$ cat config.mk
export PLATFORM = sky130hd
export DESIGN_NAME = acc_frame_src_flat
export DESIGN_NICKNAME = d
export VERILOG_FILES = /design/src/rtl/acc_frame_src_pkg.sv /design/src/rtl/acc_frame_src_if.sv /design/src/rtl/acc_frame_buf.sv /design/src/rtl/acc_frame_src.sv /design/src/flat_wrapper.sv
export SDC_FILE = /design/constraint.sdc
export NUM_CORES = 1
export LEC_CHECK = 0
export CORE_ASPECT_RATIO = 1.1
export CORE_MARGIN = 2
export CORE_UTILIZATION = 33
export DETAILED_ROUTE_END_ITERATION = 10
export REMOVE_ABC_BUFFERS = 1
export SYNTH_ARGS = -nofsm -noshare
export SYNTH_HDL_FRONTEND = slang
export SYNTH_SLANG_ARGS = --single-unit
export TNS_END_PERCENT = 5
$ cat constraint.sdc
create_clock -name clk -period 3.3 [get_ports clk]
set_input_delay 0.825 -clock clk [delete_from_list [all_inputs] [get_ports clk]]
set_output_delay 0.825 -clock clk [all_outputs]
set_load 0.05 [all_outputs]
$ cat src/rtl/acc_frame_src_pkg.sv
// Shared definitions for the accumulator frame source: default widths and
// the 2-bit FSM state encodings also used by the sig_acc benches.
package acc_frame_src_pkg;

    localparam int DEF_DIN_WIDTH  = 16;
    localparam int DEF_VEC_LEN    = 8;
    localparam int DEF_ADDR_WIDTH = 3;
    localparam int DEF_LEN_WIDTH  = 4;

    typedef enum logic [1:0] {
        ST_IDLE   = 2'd0,
        ST_STREAM = 2'd1,
        ST_GAP    = 2'd2,
        ST_WAIT   = 2'd3
    } state_e;

endpackage

$ cat src/rtl/acc_frame_src_if.sv
// Bus bundle for acc_frame_src: buffer write port, frame control, and the
// din/en/last stream towards the accumulator plus status back upstream.
interface acc_frame_src_if
    import acc_frame_src_pkg::*;
#(
    parameter int DIN_WIDTH  = DEF_DIN_WIDTH,
    parameter int ADDR_WIDTH = DEF_ADDR_WIDTH,
    parameter int LEN_WIDTH  = DEF_LEN_WIDTH
);
    logic                        wr_en;
    logic [ADDR_WIDTH-1:0]       wr_addr;
    logic signed [DIN_WIDTH-1:0] wr_data;
    logic [LEN_WIDTH-1:0]        frame_len;
    logic                        start;
    logic                        pause;
    logic                        acc_valid;
    logic signed [DIN_WIDTH-1:0] dout;
    logic                        en;
    logic                        last;
    logic                        busy;
    logic                        done;

    // The frame source itself.
    modport master (
        input  wr_en, wr_addr, wr_data, frame_len, start, pause, acc_valid,
        output dout, en, last, busy, done
    );

    // Loader / accumulator side.
    modport slave (
        output wr_en, wr_addr, wr_data, frame_len, start, pause, acc_valid,
        input  dout, en, last, busy, done
    );
endinterface

$ cat src/rtl/acc_frame_buf.sv
// VEC_LEN x DIN_WIDTH register-file sample buffer: one write port, one
// registered read port. Contents survive reset; only the read register clears.
module acc_frame_buf
    import acc_frame_src_pkg::*;
#(
    parameter int DIN_WIDTH  = DEF_DIN_WIDTH,
    parameter int VEC_LEN    = DEF_VEC_LEN,
    parameter int ADDR_WIDTH = DEF_ADDR_WIDTH
) (
    input  logic                        clk,
    input  logic                        rst,
    input  logic                        wr_en,
    input  logic [ADDR_WIDTH-1:0]       wr_addr,
    input  logic signed [DIN_WIDTH-1:0] wr_data,
    input  logic                        rd_en,
    input  logic [ADDR_WIDTH-1:0]       rd_addr,
    output logic signed [DIN_WIDTH-1:0] rd_data
);
    logic signed [DIN_WIDTH-1:0] mem_q [VEC_LEN];
    logic signed [DIN_WIDTH-1:0] rd_data_q;

    // Storage write; addresses past the buffer depth are dropped.
    always_ff @(posedge clk) begin
        if (wr_en && (32'(wr_addr) < VEC_LEN)) begin
            mem_q[wr_addr] <= wr_data;
        end
    end

    // Registered read; holds its value whenever no read is requested.
    always_ff @(posedge clk) begin
        if (rst) begin
            rd_data_q <= '0;
        end else if (rd_en) begin
            rd_data_q <= mem_q[rd_addr];
        end
    end

    assign rd_data = rd_data_q;
endmodule

$ cat src/rtl/acc_frame_src.sv
// Framed sample source for sig_acc-style accumulators. Streams len samples
// from the internal buffer with en/last, then one idle GAP cycle.
// Optional macro ACC_FRAME_SRC_WAIT_RESULT_EN: after GAP, hold busy until the
// accumulator reports acc_valid, then pulse done.
module acc_frame_src
    import acc_frame_src_pkg::*;
#(
    parameter int DIN_WIDTH  = DEF_DIN_WIDTH,
    parameter int VEC_LEN    = DEF_VEC_LEN,
    parameter int ADDR_WIDTH = DEF_ADDR_WIDTH,
    parameter int LEN_WIDTH  = DEF_LEN_WIDTH
) (
    input logic            clk,
    input logic            rst,
    acc_frame_src_if.master bus
);
    state_e                      state_q, state_d;
    logic [ADDR_WIDTH-1:0]       addr_q, addr_d;
    logic [LEN_WIDTH-1:0]        len_q, len_d;
    logic                        en_q, en_d;
    logic                        last_q, last_d;
    logic                        busy_q, busy_d;
    logic                        done_q, done_d;
    logic [LEN_WIDTH-1:0]        len_clamped;
    logic                        rd_en;
    logic [ADDR_WIDTH-1:0]       rd_addr;
    logic signed [DIN_WIDTH-1:0] rd_data;

`ifndef ACC_FRAME_SRC_WAIT_RESULT_EN
    // Accumulator result handshake is not used in this build.
    logic unused_acc_valid;
    assign unused_acc_valid = bus.acc_valid;
`endif

    assign len_clamped = (32'(bus.frame_len) > VEC_LEN) ? LEN_WIDTH'(VEC_LEN) : bus.frame_len;

    acc_frame_buf #(
        .DIN_WIDTH  (DIN_WIDTH),
        .VEC_LEN    (VEC_LEN),
        .ADDR_WIDTH (ADDR_WIDTH)
    ) u_buf (
        .clk     (clk),
        .rst     (rst),
        .wr_en   (bus.wr_en && !busy_q),
        .wr_addr (bus.wr_addr),
        .wr_data (bus.wr_data),
        .rd_en   (rd_en),
        .rd_addr (rd_addr),
        .rd_data (rd_data)
    );

    // Next-state logic: each beat is fetched one edge ahead so the buffer's
    // read register doubles as the dout register.
    always_comb begin
        state_d = state_q;
        addr_d  = addr_q;
        len_d   = len_q;
        en_d    = 1'b0;
        last_d  = 1'b0;
        busy_d  = busy_q;
        done_d  = 1'b0;
        rd_en   = 1'b0;
        rd_addr = addr_q;
        case (state_q)
            ST_IDLE: begin
                if (bus.start && (bus.frame_len != '0)) begin
                    len_d   = len_clamped;
                    rd_en   = 1'b1;
                    rd_addr = '0;
                    en_d    = 1'b1;
                    last_d  = (len_clamped == LEN_WIDTH'(1));
                    addr_d  = ADDR_WIDTH'(1);
                    busy_d  = 1'b1;
                    state_d = ST_STREAM;
                end
            end
            ST_STREAM: begin
                // The last beat is already on the bus: move to the idle gap.
                // Otherwise issue a beat unless downstream holds us.
                if (last_q) begin
                    state_d = ST_GAP;
                end else if (!bus.pause) begin
                    rd_en  = 1'b1;
                    en_d   = 1'b1;
                    last_d = (LEN_WIDTH'(addr_q) == (len_q - LEN_WIDTH'(1)));
                    addr_d = addr_q + ADDR_WIDTH'(1);
                end
            end
            ST_GAP: begin
`ifdef ACC_FRAME_SRC_WAIT_RESULT_EN
                // A result arriving during the gap skips WAIT entirely.
                if (bus.acc_valid) begin
                    state_d = ST_IDLE;
                    busy_d  = 1'b0;
                    done_d  = 1'b1;
                end else begin
                    state_d = ST_WAIT;
                end
`else
                state_d = ST_IDLE;
                busy_d  = 1'b0;
                done_d  = 1'b1;
`endif
            end
            ST_WAIT: begin
`ifdef ACC_FRAME_SRC_WAIT_RESULT_EN
                if (bus.acc_valid) begin
                    state_d = ST_IDLE;
                    busy_d  = 1'b0;
                    done_d  = 1'b1;
                end
`else
                state_d = ST_IDLE;
                busy_d  = 1'b0;
`endif
            end
            default: begin
                state_d = ST_IDLE;
                busy_d  = 1'b0;
            end
        endcase
    end

    // State and registered outputs.
    always_ff @(posedge clk) begin
        if (rst) begin
            state_q <= ST_IDLE;
            addr_q  <= '0;
            len_q   <= '0;
            en_q    <= 1'b0;
            last_q  <= 1'b0;
            busy_q  <= 1'b0;
            done_q  <= 1'b0;
        end else begin
            state_q <= state_d;
            addr_q  <= addr_d;
            len_q   <= len_d;
            en_q    <= en_d;
            last_q  <= last_d;
            busy_q  <= busy_d;
            done_q  <= done_d;
        end
    end

    assign bus.dout = rd_data;
    assign bus.en   = en_q;
    assign bus.last = last_q;
    assign bus.busy = busy_q;
    assign bus.done = done_q;
endmodule

$ cat src/flat_wrapper.sv
// flat-port wrapper written by rule: the top's interface ports become plain ports
module acc_frame_src_flat import acc_frame_src_pkg::*;
#(
    parameter int DIN_WIDTH  = DEF_DIN_WIDTH,
    parameter int VEC_LEN    = DEF_VEC_LEN,
    parameter int ADDR_WIDTH = DEF_ADDR_WIDTH,
    parameter int LEN_WIDTH  = DEF_LEN_WIDTH
)
  (clk, rst, bus_wr_en, bus_wr_addr, bus_wr_data, bus_frame_len, bus_start, bus_pause, bus_acc_valid, bus_dout, bus_en, bus_last, bus_busy, bus_done);
  acc_frame_src_if #(.DIN_WIDTH(DIN_WIDTH), .ADDR_WIDTH(ADDR_WIDTH), .LEN_WIDTH(LEN_WIDTH)) bus_i ();
  input logic clk;
  input logic rst;
  input wire logic [$bits(bus_i.wr_en)-1:0] bus_wr_en;
  input wire logic [$bits(bus_i.wr_addr)-1:0] bus_wr_addr;
  input wire logic [$bits(bus_i.wr_data)-1:0] bus_wr_data;
  input wire logic [$bits(bus_i.frame_len)-1:0] bus_frame_len;
  input wire logic [$bits(bus_i.start)-1:0] bus_start;
  input wire logic [$bits(bus_i.pause)-1:0] bus_pause;
  input wire logic [$bits(bus_i.acc_valid)-1:0] bus_acc_valid;
  output wire logic [$bits(bus_i.dout)-1:0] bus_dout;
  output wire logic [$bits(bus_i.en)-1:0] bus_en;
  output wire logic [$bits(bus_i.last)-1:0] bus_last;
  output wire logic [$bits(bus_i.busy)-1:0] bus_busy;
  output wire logic [$bits(bus_i.done)-1:0] bus_done;
  assign bus_i.wr_en = bus_wr_en;
  assign bus_i.wr_addr = bus_wr_addr;
  assign bus_i.wr_data = bus_wr_data;
  assign bus_i.frame_len = bus_frame_len;
  assign bus_i.start = bus_start;
  assign bus_i.pause = bus_pause;
  assign bus_i.acc_valid = bus_acc_valid;
  assign bus_dout = bus_i.dout;
  assign bus_en = bus_i.en;
  assign bus_last = bus_i.last;
  assign bus_busy = bus_i.busy;
  assign bus_done = bus_i.done;
  acc_frame_src #(.DIN_WIDTH(DIN_WIDTH), .VEC_LEN(VEC_LEN), .ADDR_WIDTH(ADDR_WIDTH), .LEN_WIDTH(LEN_WIDTH)) u_core (.clk(clk), .rst(rst), .bus(bus_i));
endmodule
==> results.tsv <==
metric	value	unit
grt_usage	14.5	%
synth.most_common_cell	edfxtp_1	
grt_max_degree	68	
min_path_type	reg2reg	
postPlaceCellArea	7440	um^2
slowest_stage	clkdlybuf4s50_1	
synth_ff_type	edfxtp_1	
cts_tree	done	
synth_warnings	0	
p_total	4.64	mW
r2r_setup_slack	1.28	ns
crit_path_start_kind	flop	
vias	4044	
hpwl	8.27	mm
synthCells	464	
async_flop_share	0	%
numCtsBuffers	17	
crit_buf_inv	1	
synth_common_cells	128 x edfxtp_1, 31 x o22ai_1, 29 x dfxtp_1	
die_width	139	um
fin_area	8020	um^2
post_drt_wl_per_cell	19.4	um
grt_antenna_before_repair	0	
num_antenna_cells	0	
drt_wl_total	15.1	mm
drcViolationCount	0	
layout-drive-gt1-share	18.8	%
synth_cell_types	43	
final_antenna_net_count	0	
worstSetupPathType	reg2out	
rr_endpoint	u_core.u_buf.rd_data[14]	
endpoint	bus_busy	
core_area	19700	um^2
critical_path_required	2.47	ns
post-cts-setup-buffers	0	
yosys.area.top_type_share	58.2	%
final_nets	545	
critPathLaunch	u_core.bus.busy	
ys_seq_area_share	66.9	%
fmaxAchievable	0.381	GHz
crit_arrival	1.80	ns
io_buffers	47	
finalHoldViolCount	0	
die_area	21200	um^2
cap_violations	0	
ir_drop	346	uV
synthesis.area	6610	um^2
yosys_register_bits	157	
start_util	33.5	%
ff2ff_path_depth	6	
clock_tree.root_cell	clkbuf_16	
clock_latency	0.42	ns
relSlewSlack	54.6	%
dr.first_iter.drc_count	341	
chipHeight	152	um
critPathMaxStageDelay	0.87	ns
synth_area_leader_cell	edfxtp_1	
setup_viol	0	
tightest_slew	0.682	ns
outcome	finished clean	
hold_slack	0.492	ns
synth_edf_count	128	
dr.pass1.iters	4	
cts_hold_buffers	0	
power.density	578	nW/um^2
drv_slew	0	
cp.depth	1	
crit_chain	clkdlybuf4s50_1	
viasPerCell	5.19	
fin_crit	2.63	ns
io_pins	49	
place_congestion	0.731	
cts_buffer_depth	2	
grt_pass1_wl	23.2	mm
nFillCells	1789	
htreeDepth	4	
rsz0062_at_grt	false	
synthTopCellsByArea	edfxtp_1 58%, dfxtp_1 8.8%, o22ai_1 2.9%	
power_leakage	2.73	nW
endpoint_kind	primary output	
grt_pass1_vias	4152	
rows	54	
finalCritPeriodShare	79.6	%
cp_top_family	buffers and inverters	
postCtsResizedCells	0	
r2r-start	u_core.state_q[1]	
avgSynthCellArea	14.2	um^2
clk_pin_slew	0.06	ns
overflow	0	
cts_sinks	157	
skew	0.00640	ns
worstPathMaxFanout	7	
area_growth	21.3	%
fin_tns_setup	0	ns
-- worst min-delay path by stage --
stage / start / to / slack, ns / cells past startpoint
3_5_place_dp: u_core.len_q[3] / u_core.len_q[3] / 0.48 / 2
5_1_grt: u_core.len_q[3] / u_core.len_q[3] / 0.51 / 2
3_3_place_gp: u_core.len_q[3] / u_core.len_q[3] / 0.47 / 2
2_1_floorplan: u_core.len_q[3] / u_core.len_q[3] / 0.44 / 2
6_report: u_core.len_q[3] / u_core.len_q[3] / 0.49 / 2
4_1_cts: u_core.len_q[3] / u_core.len_q[3] / 0.49 / 2
-- through the flow --
step	utilization [%]	std cells	setup WS [ns]
2_1_floorplan	-	429	-1.14
5_1_grt	40.6	779	0.622
4_1_cts	40.6	779	0.654
3_5_place_dp	37.7	747	0.393
6_report	40.6	779	0.672
3_3_place_gp	37.7	747	0.493
-- layout by cell type, fill, tap and decap left out, types with 2 or more instances in the layout --
master / netlist / routed
bufinv_16: 0 / 2
a31oi_1: 17 / 17
nor3b_1: 4 / 4
buf_12: 0 / 4
or3b_2: 2 / 2
o21bai_1: 7 / 7
nor3_2: 0 / 4
nor2b_1: 15 / 15
o22ai_1: 31 / 31
a221oi_1: 7 / 7
xnor2_1: 2 / 2
nor3_1: 7 / 3
o21ai_0: 2 / 2
edfxtp_1: 128 / 128
xor2_1: 4 / 4
a21o_1: 15 / 15
clkinv_4: 0 / 4
mux2i_1: 16 / 16
clkbuf_16: 0 / 17
clkinvlp_4: 0 / 3
mux2_2: 16 / 16
a21oi_1: 24 / 24
nor2_1: 7 / 7
a221oi_2: 9 / 9
o21bai_2: 9 / 9
nand2b_1: 20 / 20
nand2_1: 7 / 7
nor4_2: 0 / 3
dfxtp_1: 29 / 27
buf_4: 4 / 15
clkdlybuf4s50_1: 0 / 47
o211ai_1: 15 / 15
inv_1: 18 / 18
clkinv_2: 0 / 3
ha_1: 2 / 2
-- where the power goes --
group          switching, mW  total [mW]  internal (mW)
Sequential            0.0565        2.26           2.20
Clock                  0.764        1.87           1.11
Combinational          0.296       0.505          0.209
-- routing by layer --
| layer | track usage, % | share of wire [%] | up-vias |
|---|---|---|---|
| met3 | 3.24 | 5.5 | 21 |
| met2 | 23.9 | 49 | 103 |
| met4 | 5.53 | 1.9 | 0 |
| li1 | - | - | 1896 |
| met5 | 0 | 0 | - |
| met1 | 18.6 | 44 | 2024 |
-- logic make-up (layout without fill, tap and decap cells) --
family	count (synthesis)	in the layout	share of synthesized area, %
DFF	157	157	66.9
AOI/OAI and AO/OA	140	140	16.0
and+or+nand+nor	74	74	6.91
buffers and inverters	53	116	3.86
muxes	32	32	5.15
xor gates and xnor gates	6	6	0.795
adders and majority gates	2	2	0.379
-- cell type report --
| class | instances | area (um^2) | area share, % |
|---|---|---|---|
| multi-input combinational | 254 | 1970 | 24.5 |
| tap | 252 | 315 | 3.93 |
| inverter | 18 | 67.6 | 0.843 |
| clock buffer | 18 | 429 | 5.35 |
| timing repair buffer | 66 | 663 | 8.27 |
| clock inverter | 14 | 145 | 1.81 |
| sequential | 157 | 4430 | 55.2 |
-- sequential cells by signal, summed over array words and instances, names as in the netlist --
signal                cells
u_core.bus.en             1
u_core.bus.busy           1
u_core.state_q            2
u_core.addr_q             3
u_core.bus.done           1
u_core.u_buf.mem_q      128
u_core.bus.last           1
u_core.u_buf.rd_data     16
u_core.len_q              4
Note: power is estimated with default switching activity, not from simulation.
